--- src/rtl/sd_spi_cmd.sv ---
// SPI-mode SD command engine: sclk divider, 48-bit command serialiser, R1 capture.
// Define SD_CRC7_EN to compute CRC7 for byte 5; otherwise the CMD0 CRC byte 8'h95 is sent.
module sd_spi_cmd #(
  parameter int NCR_MAX    = 64,
  parameter int TRAIL_BITS = 8
) (
  input  logic        clk,
  input  logic        rst,
  input  logic [6:0]  cmd,
  input  logic [31:0] arg,
  input  logic        start,
  input  logic        en_clk,
  input  logic [7:0]  div_clk,
  input  logic        miso,
  output logic        sclk,
  output logic        mosi,
  output logic        available,
  output logic        valid_status,
  output logic [6:0]  status
);
  localparam int NW = $clog2(NCR_MAX + 1);
  localparam int TW = $clog2(TRAIL_BITS + 1);

  typedef enum logic [2:0] {IDLE, SEND, WAIT, RESP, TRAIL} state_t;

  state_t          state_q, state_d;
  logic [7:0]      cnt_q, cnt_d;
  logic            sclk_q, sclk_d;
  logic            mosi_q, mosi_d;
  logic            avail_q, avail_d;
  logic            valid_q, valid_d;
  logic [6:0]      status_q, status_d;
  logic            armed_q, armed_d;
  logic [39:0]     frame_q, frame_d;
  logic [5:0]      bcnt_q, bcnt_d;
  logic [NW-1:0]   ncnt_q, ncnt_d;
  logic [5:0]      rsh_q, rsh_d;
  logic [2:0]      rcnt_q, rcnt_d;
  logic [TW-1:0]   tcnt_q, tcnt_d;
  logic [7:0]      tail;
  logic            tick, fall_tick, rise_tick;
  logic            cmd6_unused;

  assign cmd6_unused = cmd[6];

`ifdef SD_CRC7_EN
  logic [6:0] crc_q, crc_d;
  assign tail = {crc_q, 1'b1};
`else
  assign tail = 8'h95;
`endif

  // A div_clk decrease below the running count takes effect at once.
  assign tick      = en_clk && (cnt_q >= div_clk);
  assign fall_tick = tick && sclk_q;
  assign rise_tick = tick && !sclk_q;

  always_comb begin
    cnt_d    = en_clk ? (tick ? 8'd0 : cnt_q + 8'd1) : 8'd0;
    sclk_d   = en_clk ? (tick ? ~sclk_q : sclk_q) : 1'b0;
    state_d  = state_q;
    mosi_d   = mosi_q;
    avail_d  = avail_q;
    valid_d  = 1'b0;
    status_d = status_q;
    armed_d  = start ? armed_q : 1'b1;
    frame_d  = frame_q;
    bcnt_d   = bcnt_q;
    ncnt_d   = ncnt_q;
    rsh_d    = rsh_q;
    rcnt_d   = rcnt_q;
    tcnt_d   = tcnt_q;
`ifdef SD_CRC7_EN
    crc_d    = crc_q;
`endif
    case (state_q)
      IDLE: begin
        mosi_d = 1'b1;
        if (en_clk && start && armed_q) begin
          state_d = SEND;
          frame_d = {2'b01, cmd[5:0], arg};
          bcnt_d  = '0;
          avail_d = 1'b0;
          armed_d = 1'b0;
`ifdef SD_CRC7_EN
          crc_d   = '0;
`endif
        end
      end
      SEND: if (fall_tick) begin
        if (bcnt_q == 6'd48) begin
          mosi_d  = 1'b1;
          ncnt_d  = '0;
          state_d = WAIT;
        end else if (bcnt_q < 6'd40) begin
          mosi_d  = frame_q[39];
          frame_d = {frame_q[38:0], 1'b0};
          bcnt_d  = bcnt_q + 6'd1;
`ifdef SD_CRC7_EN
          crc_d   = {crc_q[5:0], 1'b0} ^ ((crc_q[6] ^ frame_q[39]) ? 7'h09 : 7'h00);
`endif
        end else begin
          mosi_d = tail[~bcnt_q[2:0]];
          bcnt_d = bcnt_q + 6'd1;
        end
      end
      WAIT: if (rise_tick) begin
        if (!miso) begin
          rcnt_d  = '0;
          state_d = RESP;
        end else if (ncnt_q == NW'(NCR_MAX - 1)) begin
          status_d = 7'h7F;
          valid_d  = 1'b1;
          tcnt_d   = '0;
          state_d  = TRAIL;
        end else begin
          ncnt_d = ncnt_q + 1'b1;
        end
      end
      RESP: if (rise_tick) begin
        rsh_d = {rsh_q[4:0], miso};
        if (rcnt_q == 3'd6) begin
          status_d = {rsh_q, miso};
          valid_d  = 1'b1;
          tcnt_d   = '0;
          state_d  = TRAIL;
        end else begin
          rcnt_d = rcnt_q + 3'd1;
        end
      end
      TRAIL: if (fall_tick) begin
        if (tcnt_q == TW'(TRAIL_BITS - 1)) begin
          avail_d = 1'b1;
          state_d = IDLE;
        end else begin
          tcnt_d = tcnt_q + 1'b1;
        end
      end
      default: state_d = IDLE;
    endcase
  end

  always_ff @(posedge clk) begin
    if (rst) begin
      state_q  <= IDLE;
      cnt_q    <= '0;
      sclk_q   <= 1'b0;
      mosi_q   <= 1'b1;
      avail_q  <= 1'b1;
      valid_q  <= 1'b0;
      status_q <= '0;
      armed_q  <= 1'b1;
      frame_q  <= '0;
      bcnt_q   <= '0;
      ncnt_q   <= '0;
      rsh_q    <= '0;
      rcnt_q   <= '0;
      tcnt_q   <= '0;
`ifdef SD_CRC7_EN
      crc_q    <= '0;
`endif
    end else begin
      state_q  <= state_d;
      cnt_q    <= cnt_d;
      sclk_q   <= sclk_d;
      mosi_q   <= mosi_d;
      avail_q  <= avail_d;
      valid_q  <= valid_d;
      status_q <= status_d;
      armed_q  <= armed_d;
      frame_q  <= frame_d;
      bcnt_q   <= bcnt_d;
      ncnt_q   <= ncnt_d;
      rsh_q    <= rsh_d;
      rcnt_q   <= rcnt_d;
      tcnt_q   <= tcnt_d;
`ifdef SD_CRC7_EN
      crc_q    <= crc_d;
`endif
    end
  end

  assign sclk         = sclk_q;
  assign mosi         = mosi_q;
  assign available    = avail_q;
  assign valid_status = valid_q;
  assign status       = status_q;
endmodule
--- config.mk ---
export PLATFORM = sky130hd
export DESIGN_NAME = sd_spi_cmd
export DESIGN_NICKNAME = d
export VERILOG_FILES = /design/src/rtl/sd_spi_cmd.sv
export SDC_FILE = /design/constraint.sdc
export NUM_CORES = 1
export LEC_CHECK = 0
export BUFFER_PORTS_ARGS = -buffer_cell sky130_fd_sc_hd__buf_2
export CORE_UTILIZATION = 45
export DETAILED_ROUTE_END_ITERATION = 10
export PLACE_DENSITY_LB_ADDON = 0.1
export SLEW_MARGIN = 20
export SYNTH_ARGS = -nofsm -noshare
export SYNTH_HDL_FRONTEND = slang
export SYNTH_SLANG_ARGS = --single-unit
export TNS_END_PERCENT = 30
--- constraint.sdc ---
create_clock -name clk -period 2.7 [get_ports clk]
set_input_delay 0.135 -clock clk [delete_from_list [all_inputs] [get_ports clk]]
set_output_delay 0.135 -clock clk [all_outputs]
set_load 0.02 [all_outputs]
# [Word-level counts from Yosys, hierarchy flattened]
# Memories as Yosys holds them, arrays and structs flattened.
# Cells that the tools add are included.
[classes] addsub=5 multipliers=0 n_div=0 magnitude_cmp=3 eq_ne=25 shift=0 n_mux=63 bitwise_logic=3 reduce_logical=24
[op_table] op="$mux 40" count=4
[op_table] op="$pmux 40 s2" count=1
[op_table] op="$mux 7" count=10
[op_table] op="$mux 3" count=14
[op_table] op="$ne 2x2->1 const B" count=16
[op_table] op="$mux 4" count=7
[op_table] op="$pmux 7 s2" count=2
[op_table] op="$mux 6" count=3
[op_table] op="$mux 1" count=15
[op_table] op="$pmux 3 s5" count=1
[op_table] op="$pmux 4 s3" count=1
[op_table] op="$pmux 6 s2" count=1
[op_table] op="$reduce_and 6->1" count=2
[op_table] op="$reduce_and 5->1" count=2
[op_table] op="$reduce_and 9->1" count=1
[op_table] op="$add 8x1->8 const B" count=1
[op_table] op="$ge 8x8->1" count=1
[op_table] op="$reduce_and 4->1" count=2
[op_table] op="$reduce_and 8->1" count=1
[op_table] op="$reduce_bool 2->1" count=4
[op_table] op="$add 7x1->7 const B" count=1
[op_table] op="$eq 7x6->1 const B" count=1
[op_table] op="$add 6x1->6 const B" count=1
[op_table] op="$eq 3x2->1 const B" count=2
[op_table] op="other kinds (20)" count=29
[word_totals] register_bits=89 latchBits=0 ramBits=0 mem_bits_ro=8 inputBits=52 n_memories=1
[memory_table] memory="(name not given)" depth=8 width=1 rd=1 rd_ports_with_merged_regs=0 write_ports=0 line_no="103" source="mosi_d = tail[~bcnt_q[2:0]];"

# [Depth between registers and ports, before layout]
# Gate-level depths: netlist of the first run.
[depth] depth_word=7 ltp_mapped=11

# [Worst setup path before layout of the first run]
# No wires, ideal clock.
[synth_path] kind="register to register" from="register cnt_q[0]" to="register frame_q[10]" setup_ns=0.133 arrival_ns=2.312 t_required_ns=2.567 path_slack_ns=0.255 path_stages_with_launch=12 period_less_slack_ns=2.445 path_cell_list="dfxtp_1 > inv_1 > ha_1 > nand2b_1 > a2111o_1 > a32o_1 > buf_2 > a41o_1 > buf_4 > buf_2 > nor2_1 > a311oi_1"
[synth_via] elab_chain_cells=5
[synth_lines] item="from (decl)" line_no="27" source="logic [7:0] cnt_q, cnt_d;"
[synth_lines] item="from (signal assigned)" line_no="164" source="cnt_q <= cnt_d;"
[synth_lines] item="$ge 8x8->1" line_no="54" source="assign tick = en_clk && (cnt_q >= div_clk);"
[synth_lines] item="$logic_and 1x1->1" line_no="54"
[synth_lines] item="$logic_and 1x1->1" line_no="55" source="assign fall_tick = tick && sclk_q;"
[synth_lines] item="$ne 2x2->1 (no source line)"
[synth_lines] item="$reduce_and 5->1 (no source line)"
[synth_lines] item="to (signal assigned)" line_no="171" source="frame_q <= frame_d;"
[synth_lines] item="to (decl)" line_no="34" source="logic [39:0] frame_q, frame_d;"
# Every way passes these cells.
# A chain may end at the register's enable or synchronous reset.

# [Worst setup path in the final report of the first run]
[layout_path] from="register cnt_q[0]" to="register frame_q[12]"
# Same word-level chain as after synthesis.

==> results.cfg, run 1 <==
[route]
dr_total_vias = 3753
drt-pass1-iter-count = 4
postRouteAntennaNets = 0
first_iter_violations = 109
wl_per_cell_um = 13.3
drc = 0
wl_mm = 9.35
routed_via_density = 5.34

[synthesis]
yosysSeqAreaShare_pct = 41.4
yosysTopAreaCellShare_pct = 41.4
yosysTopAreaCell = dfxtp_1
netlist_area_um2 = 4310
synth_edf_count = 0
syn-num-nets = 588
async_flop_share_pct = 0
synth-seq-cells = 89
ys_types = 59
synthFlopType = dfxtp_1
synthCells = 521
synth_area_per_cell_um2 = 8.27
synth_area_leaders = dfxtp_1 (41%), nand2_1 (8.2%), a311oi_1 (7.7%), nor2_1 (6.3%), ha_1 (4.4%)
yosys_warnings = 0

[clock_tree]
clk_pin_slew_ps = 100
clock_sinks = 89
cts-root-buf = clkbuf_8
cts_max_level = 3
cts_max_path_buffers = 2
clock_latency_ps = 360
cts_tree = yes
cts_made_buffers = 9

[power_and_ir_drop]
p_leak_uw = 0.00196
power_density_nw_per_um2 = 719
ir_worst_vdd_mv = 0.391
total_power_uw = 3510

[floorplan]
top_level_ports = 63
dieWidth_um = 99.8
die_area_um2 = 9970
fp.dieH_um = 99.8
initial_core_util_pct = 46.6
core_area_um2 = 9240
rows = 35

[worst_hold_path]
hold_path_class = input port to register

[setup_path]
critPathKind = register to register
worstPathRequired_ps = 2960
critPathCaptureType = register
critical-path-slowest-cell = a2111o_1
reg2reg_slack_ps = 240
arrival_ps = 2720
start_kind = register
path_buf_inv = 2
cp_cell_sequence = inv_1 > ha_1 > nand2b_1 > a2111o_1 > a32o_1 > a41o_2 > buf_4 > a311oi_1
worst-path-max-fanout = 25
cp_top_family = compound AO/OA/AOI/OAI gates
critPathMaxStageDelay_ps = 490

[finish]
nNetsFinal = 636
syn_to_final_growth_pct = 13.4
final_util_pct = 52.9
drive_above_1_share_pct = 17.8
diodes = 0
nFillCells = 918
final_cell_mix = nand2_1 (94), dfxtp_1 (89), nor2_1 (72)
layout_commonest_cell = nand2_1

[grt]
first_global_vias = 3440
grt_pass1_wl_mm = 15.9
grt_max_degree = 51
grt_usage_pct = 19.6
antenna_found_initial = 0
grt-ovfl-total = 0

[job]
maxCapViolCount = 0

[sta]
rsz0062_at_grt = no
min_period_ps = 2460
timing.fmax_mhz = 406
period_share_pct = 91.1
final-hold-violation-count = 0
finClkSkew_ps = 16.1
finalSetupTns_ps = 0
timing.slew.headroom_pct = 54.2
setup_viol = 0
worst_slew_pin_slew_ps = 680
slew_violations = 0

[placement]
gp_congestion = 0.791
dp_hpwl_mm = 6.37
port_buffers = 61

[outcome]
outcome = finished clean
-- where the power goes --
| part | internal [µW] | switching (µW) |
|---|---|---|
| clock network | 371 | 511 |
| logic | 390 | 667 |
| registers | 1460 | 109 |
| total | 2230 | 1290 |
-- cells in the mapped netlist (all sizes together) (3+ instances only) --
cell type	count
nand2	94
dfxtp	89
nor2	72
a311oi	38
clkbuf	24
nand3	22
a21oi	19
inv	18
ha	15
buf	11
o21ai	10
mux2i	8
and2	7
nor3	7
o221a	7
and3	6
nand2b	6
xnor2	6
nor3b	5
or3	5
or4	5
xor2	5
a211oi	3
a31oi	3
o31ai	3
-- metrics by stage --
| step | instances | setup WS (ps) | cell area (µm²) | hold slack [ps] |
|---|---|---|---|---|
| 5_1_grt | 703 | 38.8 | 4890 | 24.9 |
| 6_report | 703 | 239 | 4890 | 16.9 |
| 3_5_place_dp | 686 | 143 | 4690 | 357 |
| 4_1_cts | 703 | 133 | 4890 | 5.98 |
| 2_1_floorplan | 521 | 255 | 4310 | 221 |
| 3_3_place_gp | 686 | 223 | 4690 | 353 |
-- registers in the layout, indices dropped and copies added (netlist names) --
| register | cells |
|---|---|
| status | 7 |
| bcnt_q | 6 |
| cnt_q | 8 |
| tcnt_q | 4 |
| state_q | 3 |
| rsh_q | 6 |
| frame_q | 40 |
| valid_status | 1 |
| mosi | 1 |
| armed_q | 1 |
| rcnt_q | 3 |
| ncnt_q | 7 |
| available | 1 |
| sclk | 1 |
-- cell type report --
type                    count  area, µm²  area share (%)
well taps                 129        161            3.30
repair buffers             72        403            8.25
flip-flops and latches     89       1780            36.5
inverters                  18       67.6            1.38
clock buffers              10        138            2.82
clock inverters             6       50.0            1.02
multi-input cells         379       2280            46.8
-- metal layers --
metal | vias up | GRT usage, % | routed length [µm]
li1 | 1954 | - | -
met1 | 1743 | 25.6 | 4590
met2 | 49 | 33.2 | 4400
met3 | 7 | 3.55 | 262
met4 | 0 | 5.20 | 89
met5 | - | 0 | 0
-- cell families after synthesis --
| kind of cell | Yosys count | synth area share [%] |
|---|---|---|
| buffers and inverters | 53 | 5.75 |
| multiplexers | 8 | 1.86 |
| AO/OA/AOI/OAI | 105 | 19.3 |
| adder cells (fa/ha/maj) | 15 | 4.36 |
| AND/OR/NAND/NOR | 240 | 25.2 |
| XOR/XNOR | 11 | 2.24 |
| flip-flops | 89 | 41.4 |
-- worst register-to-register path, delay by kind of cell (launching register included) --
family	cells	cell delay (ps)
AOI/OAI and AO/OA	4	1380
adders and majority gates	1	250
and+or+nand+nor	1	140
DFF	1	340
buffers and inverters	2	260
-- final timing paths --
| path | startpoint | endpoint | cells after the start |
|---|---|---|---|
| min reg2reg | ncnt_q[6]$_SDFFE_PP0P_ | ncnt_q[6]$_SDFFE_PP0P_ | 1 |
| max | cnt_q[0]$_SDFF_PP0_ | frame_q[12]$_SDFFE_PP0P_ | 8 |
| max reg2reg | cnt_q[0]$_SDFF_PP0_ | frame_q[12]$_SDFFE_PP0P_ | 8 |
| min | arg[0] | frame_q[0]$_SDFFE_PP0P_ | 3 |
-- timing repair --
item | 4_1_cts | 5_1_grt
endpoints found under the hold margin | 1 | 0
gates resized for setup | 0 | 1
hold buffers | 1 | 0
setup endpoints to repair | 0 | 2
setup buffers | 0 | 0
Power figures use the tool's default switching activity.
==> run 2: changes to the inputs <==
REMOVE_ABC_BUFFERS = 1   (was default)
==> results.cfg, run 2 (same netlist as run 1, synthesis figures left out) <==
[outcome]
outcome = finished clean

[power_and_ir_drop]
ir_worst_vdd_mv = 0.301
power_density_nw_per_um2 = 707
p_leak_uw = 0.00196

[finish]
syn_to_final_growth_pct = 13.2
diodes = 0
drive_above_1_share_pct = 17.9
top_regs = frame_q (40), cnt_q (8)
layout_commonest_cell = nand2_1
regMostFlops = frame_q
nFillCells = 918
nNetsFinal = 636
final_cell_mix = nand2_1 (94), dfxtp_1 (89), nor2_1 (72)
largest_reg_flops = 40

[clock_tree]
clk_pin_slew_ps = 100
cts_max_level = 3
clock_sinks = 89
cts_tree = yes
post_cts_buffers = 0
cts_made_buffers = 9
cts-root-buf = clkbuf_8
cts_max_path_buffers = 2
clock_latency_ps = 350

[grt]
grt_pass1_wl_mm = 15.5
grt_max_degree = 75
antenna_found_initial = 0
use_met2_pct = 32.2
grt.busiest_layer = met2
first_global_vias = 3463
grt_usage_pct = 19.3
use_met3_pct = 3.83
use_met1_pct = 24.6
grt-ovfl-total = 0

[sta]
finClkSkew_ps = 9.37
setup_viol = 0
worst_slew_pin_slew_ps = 618
timing.hold.ws_ps = 34.7
timing.fmax_mhz = 401
rsz0062_at_grt = no
min_period_ps = 2490
period_share_pct = 92.4
timing.slew.headroom_pct = 58.4
final-hold-violation-count = 0
slew_violations = 0
timing.final.ws_setup_ps = 206

[worst_hold_path]
hold_path_class = input port to register

[route]
postRouteAntennaNets = 0
drt-pass1-iter-count = 4
wl_mm = 8.96
routed_via_density = 5.38
dr_total_vias = 3782
first_iter_violations = 106
drc = 0
wl_per_cell_um = 12.7

[floorplan]
top_level_ports = 63
fp.dieH_um = 99.8
core_area_um2 = 9240
initial_core_util_pct = 46.6
die_area_um2 = 9970
rows = 35
dieWidth_um = 99.8

[setup_path]
worst-path-max-fanout = 7
cp_cell_sequence = ha_1 > nand2_1 > o21ai_0 > a32oi_2 > or3_1 > or3_1 > o22ai_1
critPathMostFrequentCell = or3_1
critPathMaxStageDelay_ps = 550
critPathKind = register to register
critPathCaptureType = register
critical-path-slowest-cell = or3_1
arrival_ps = 2780
reg2reg_slack_ps = 210
start_kind = register
worstPathRequired_ps = 2990

[placement]
dp_hpwl_mm = 6.12
dp_worst_setup_slack_ps = 112
gp_congestion = 0.799
port_buffers = 61

[job]
maxCapViolCount = 0
## run 2: cell types whose count changed in the layout (fill, tap and decap cells not counted), sizes merged
cell / change
clkinv: +1
clkbuf: -1
## run 2: what timing repair did
action                                  in CTS  in global routing
endpoints found under the hold margin        1                  0
hold buffers                                 1                  0
endpoints found under the setup margin       0                 34
resized for setup                            0                  1
## run 2: area by class of cell
type                    instances  area (µm²)  area share, %
multi-input cells             379        2290           46.9
flip-flops and latches         89        1780           36.5
repair buffers                 72         403           8.26
well taps                     129         161           3.31
clock buffers                   9         124           2.54
inverters                      18        67.6           1.38
clock inverters                 7        55.1           1.13
## run 2: worst paths after layout
path	to	start	cells after the start
min reg2reg	ncnt_q[6]$_SDFFE_PP0P_	ncnt_q[6]$_SDFFE_PP0P_	1
max	rcnt_q[0]$_SDFFE_PP0P_	cnt_q[7]$_SDFF_PP0_	7
min	frame_q[7]$_SDFFE_PP0P_	arg[7]	3
max reg2reg	rcnt_q[0]$_SDFFE_PP0P_	cnt_q[7]$_SDFF_PP0_	7
## run 2: power breakdown
group	leakage, µW	internal [µW]	switching, µW
Clock	0.0000915	344	500
Sequential	0.000724	1460	105
Combinational	0.00115	377	659
Total	0.00196	2180	1260
## run 2: metal layers
| layer | up-vias | part of all wire (%) | routed length (µm) |
|---|---|---|---|
| met4 | 0 | 1.4 | 121 |
| met2 | 72 | 46 | 4100 |
| li1 | 1951 | - | - |
| met3 | 9 | 4.0 | 361 |
| met5 | - | 0 | 0 |
| met1 | 1750 | 49 | 4370 |
## run 2: critical path, delay by kind of cell, from the launching register on
kind / cells / cell delay [ps]
DFF: 1 / 340
AOI/OAI and AO/OA: 3 / 730
and+or+nand+nor: 3 / 1040
adders and majority gates: 1 / 320
## run 2: per-stage QoR
step,area (µm²),std cells,TNS [ps],total power (µW),utilization [%]
floorplan,4130,486,-40730,2320,-
global route,4880,703,0,3710,52.8
detailed placement,4690,686,0,2640,50.7
CTS,4880,703,0,3490,52.8
global placement,4690,686,0,2620,50.7
finish,4880,703,0,3450,52.8
==> run 3: changes to the inputs <==
ABC_AREA = 1   (was default)
==> results.cfg, run 3 <==
[outcome]
outcome = finished clean

[setup_path]
critPathMaxStageDelay_ps = 400
worst-path-max-fanout = 45
reg2regPathDepth = 13
critPathKind = register to register
start_kind = register
critPathCaptureType = register
critical-path-slowest-cell = dfxtp_1
reg2reg_slack_ps = 410
r2r-start = cnt_q[3]$_SDFF_PP0_
critPathMostFrequentCell = nand2_1
reg2reg_to = frame_q[16]$_SDFFE_PP0P_
arrival_ps = 2580
worstPathRequired_ps = 2990
cp_cell_sequence = ha_1 > nand2_1 > nor2_1 > nor2_1 > nand2_1 > nand2_1 > nand2_1 > nand3_1 > nand2_2 > nand2_2 > buf_4 > o21ai_0 > a21oi_1

[synthesis]
synth.most_common_cell = nand2_1
synthTopCellsByCount = nand2_1 (136), inv_1 (94), dfxtp_1 (89)
netlist_area_um2 = 4520
yosysTopAreaCell = dfxtp_1
synth_edf_count = 0
ys_types = 29
synthFlopType = dfxtp_1
yosysTopAreaCellShare_pct = 39.4
async_flop_share_pct = 0
synthCells = 671
synth-seq-cells = 89
yosysSeqAreaShare_pct = 39.4
synth_area_per_cell_um2 = 6.74
yosys_warnings = 0
synth_area_leaders = dfxtp_1 (39%), nand2_1 (11%), a21oi_1 (8.0%), inv_1 (7.8%), o21ai_0 (6.6%)

[route]
postRouteAntennaNets = 0
wl_mm = 9.16
wl_per_cell_um = 10.6
drt-pass1-iter-count = 5
drc = 0
first_iter_violations = 127
routed_via_density = 4.85
dr_total_vias = 4176

[floorplan]
core_area_um2 = 9770
fp.dieH_um = 102
top_level_ports = 63
rows = 36
die_area_um2 = 10500
dieWidth_um = 102
initial_core_util_pct = 46.2

[grt]
antenna_found_initial = 0
grt_max_degree = 47
grt_usage_pct = 18.8
grt-ovfl-total = 0
first_global_vias = 3632
grt_pass1_wl_mm = 15.6

[clock_tree]
cts-root-buf = clkbuf_8
clock_latency_ps = 360
cts_made_buffers = 9
clk_pin_slew_ps = 80
holdBufCountCts = 1
cts_max_path_buffers = 2
cts_tree = yes
clock_sinks = 89
cts_max_level = 3
post_cts_buffers = 0
ctsResizeCount = 0

[finish]
final_cell_mix = nand2_1 (136), inv_1 (94), dfxtp_1 (89)
top_regs = frame_q (40), cnt_q (8)
largest_reg_flops = 40
diodes = 0
multi_input_area_um2 = 2250
seq_area_um2 = 1780
drive_above_1_share_pct = 13.5
nFillCells = 998
layout_commonest_cell = nand2_1
regMostFlops = frame_q
syn_to_final_growth_pct = 13.8
nNetsFinal = 791
layout.cells.non_filler = 861

[sta]
finClkSkew_ps = 6.24
timing.final.ws_setup_ps = 414
period_share_pct = 84.7
setup_viol = 0
min_period_ps = 2290
timing.slew.headroom_pct = 53.0
timing.hold.ws_ps = 39.4
timing.fmax_mhz = 437
finalSetupTns_ps = 0
rsz0062_at_grt = no
slew_violations = 0
worst_slew_pin_slew_ps = 704
final-hold-violation-count = 0

[placement]
placedCellCount = 845
gp_congestion = 0.814
dp_hpwl_mm = 6.47
dp_worst_setup_slack_ps = 425
port_buffers = 61

[worst_hold_path]
hold_path_class = input port to register
holdPathEnd = frame_q[0]$_SDFFE_PP0P_
min_from = arg[0]
min_path_cells = 3

[job]
maxCapViolCount = 0

[power_and_ir_drop]
power_density_nw_per_um2 = 963
ir_worst_vdd_mv = 0.830
p_leak_uw = 0.00230
run 3: power breakdown:
part           switching (µW)  internal (µW)  total (µW)
Combinational            1520            716        2230
Clock                     462            456         918
Sequential                142           1660        1800
run 3: worst max-delay path by stage:
stage               slack (ps)                 from  depth (start not counted)                  endpoint
finish                     410  cnt_q[3]$_SDFF_PP0_                         13  frame_q[16]$_SDFFE_PP0P_
global route               150  cnt_q[0]$_SDFF_PP0_                         15    status[0]$_SDFFE_PP0P_
CTS                        410  cnt_q[0]$_SDFF_PP0_                         15    status[0]$_SDFFE_PP0P_
detailed placement         430  cnt_q[0]$_SDFF_PP0_                         15    status[0]$_SDFFE_PP0P_
global placement           450  cnt_q[0]$_SDFF_PP0_                         15    status[0]$_SDFFE_PP0P_
floorplan                  360  cnt_q[0]$_SDFF_PP0_                         13  frame_q[10]$_SDFFE_PP0P_
run 3: cell type report:
type | count | share of cell area [%]
inverter | 98 | 7.15
tap | 133 | 3.24
timing repair buffer | 70 | 7.30
clock inverter | 1 | 0.146
clock buffer | 14 | 3.75
multi-input combinational | 456 | 43.8
sequential | 89 | 34.6
run 3: critical path, delay by kind of cell (launching register included):
family | cells | cell delay (ps)
flops | 1 | 400
compound gates | 2 | 300
buf+inv | 1 | 350
simple gates | 9 | 900
fa+ha+maj | 1 | 270
run 3: per-layer routing:
| metal | up-vias | GRT usage, % | wire length, µm |
|---|---|---|---|
| li1 | 2247 | - | - |
| met1 | 1853 | 23.3 | 4480 |
| met2 | 63 | 31.7 | 4250 |
| met3 | 13 | 4.72 | 300 |
| met4 | 0 | 6.81 | 132 |
| met5 | - | 0 | 0 |
run 3: cell families (layout without fill, tap and decap cells):
kind of cell,count (synthesis),after routing,share of synthesized area [%]
AND/OR/NAND/NOR,262,262,24.4
AO/OA/AOI/OAI,167,167,18.9
buffers and inverters,126,183,10.8
flip-flops,89,89,39.4
adder cells (fa/ha/maj),15,15,4.15
XOR/XNOR,12,12,2.32
run 3: through the flow:
step           utilization (%)  area [µm²]  power (µW)
3_3_place_gp              50.5        4930        4000
3_5_place_dp              50.5        4930        4070
2_1_floorplan                -        4400        3490
5_1_grt                   52.6        5140        5420
6_report                  52.6        5140        4960
4_1_cts                   52.6        5140        5010
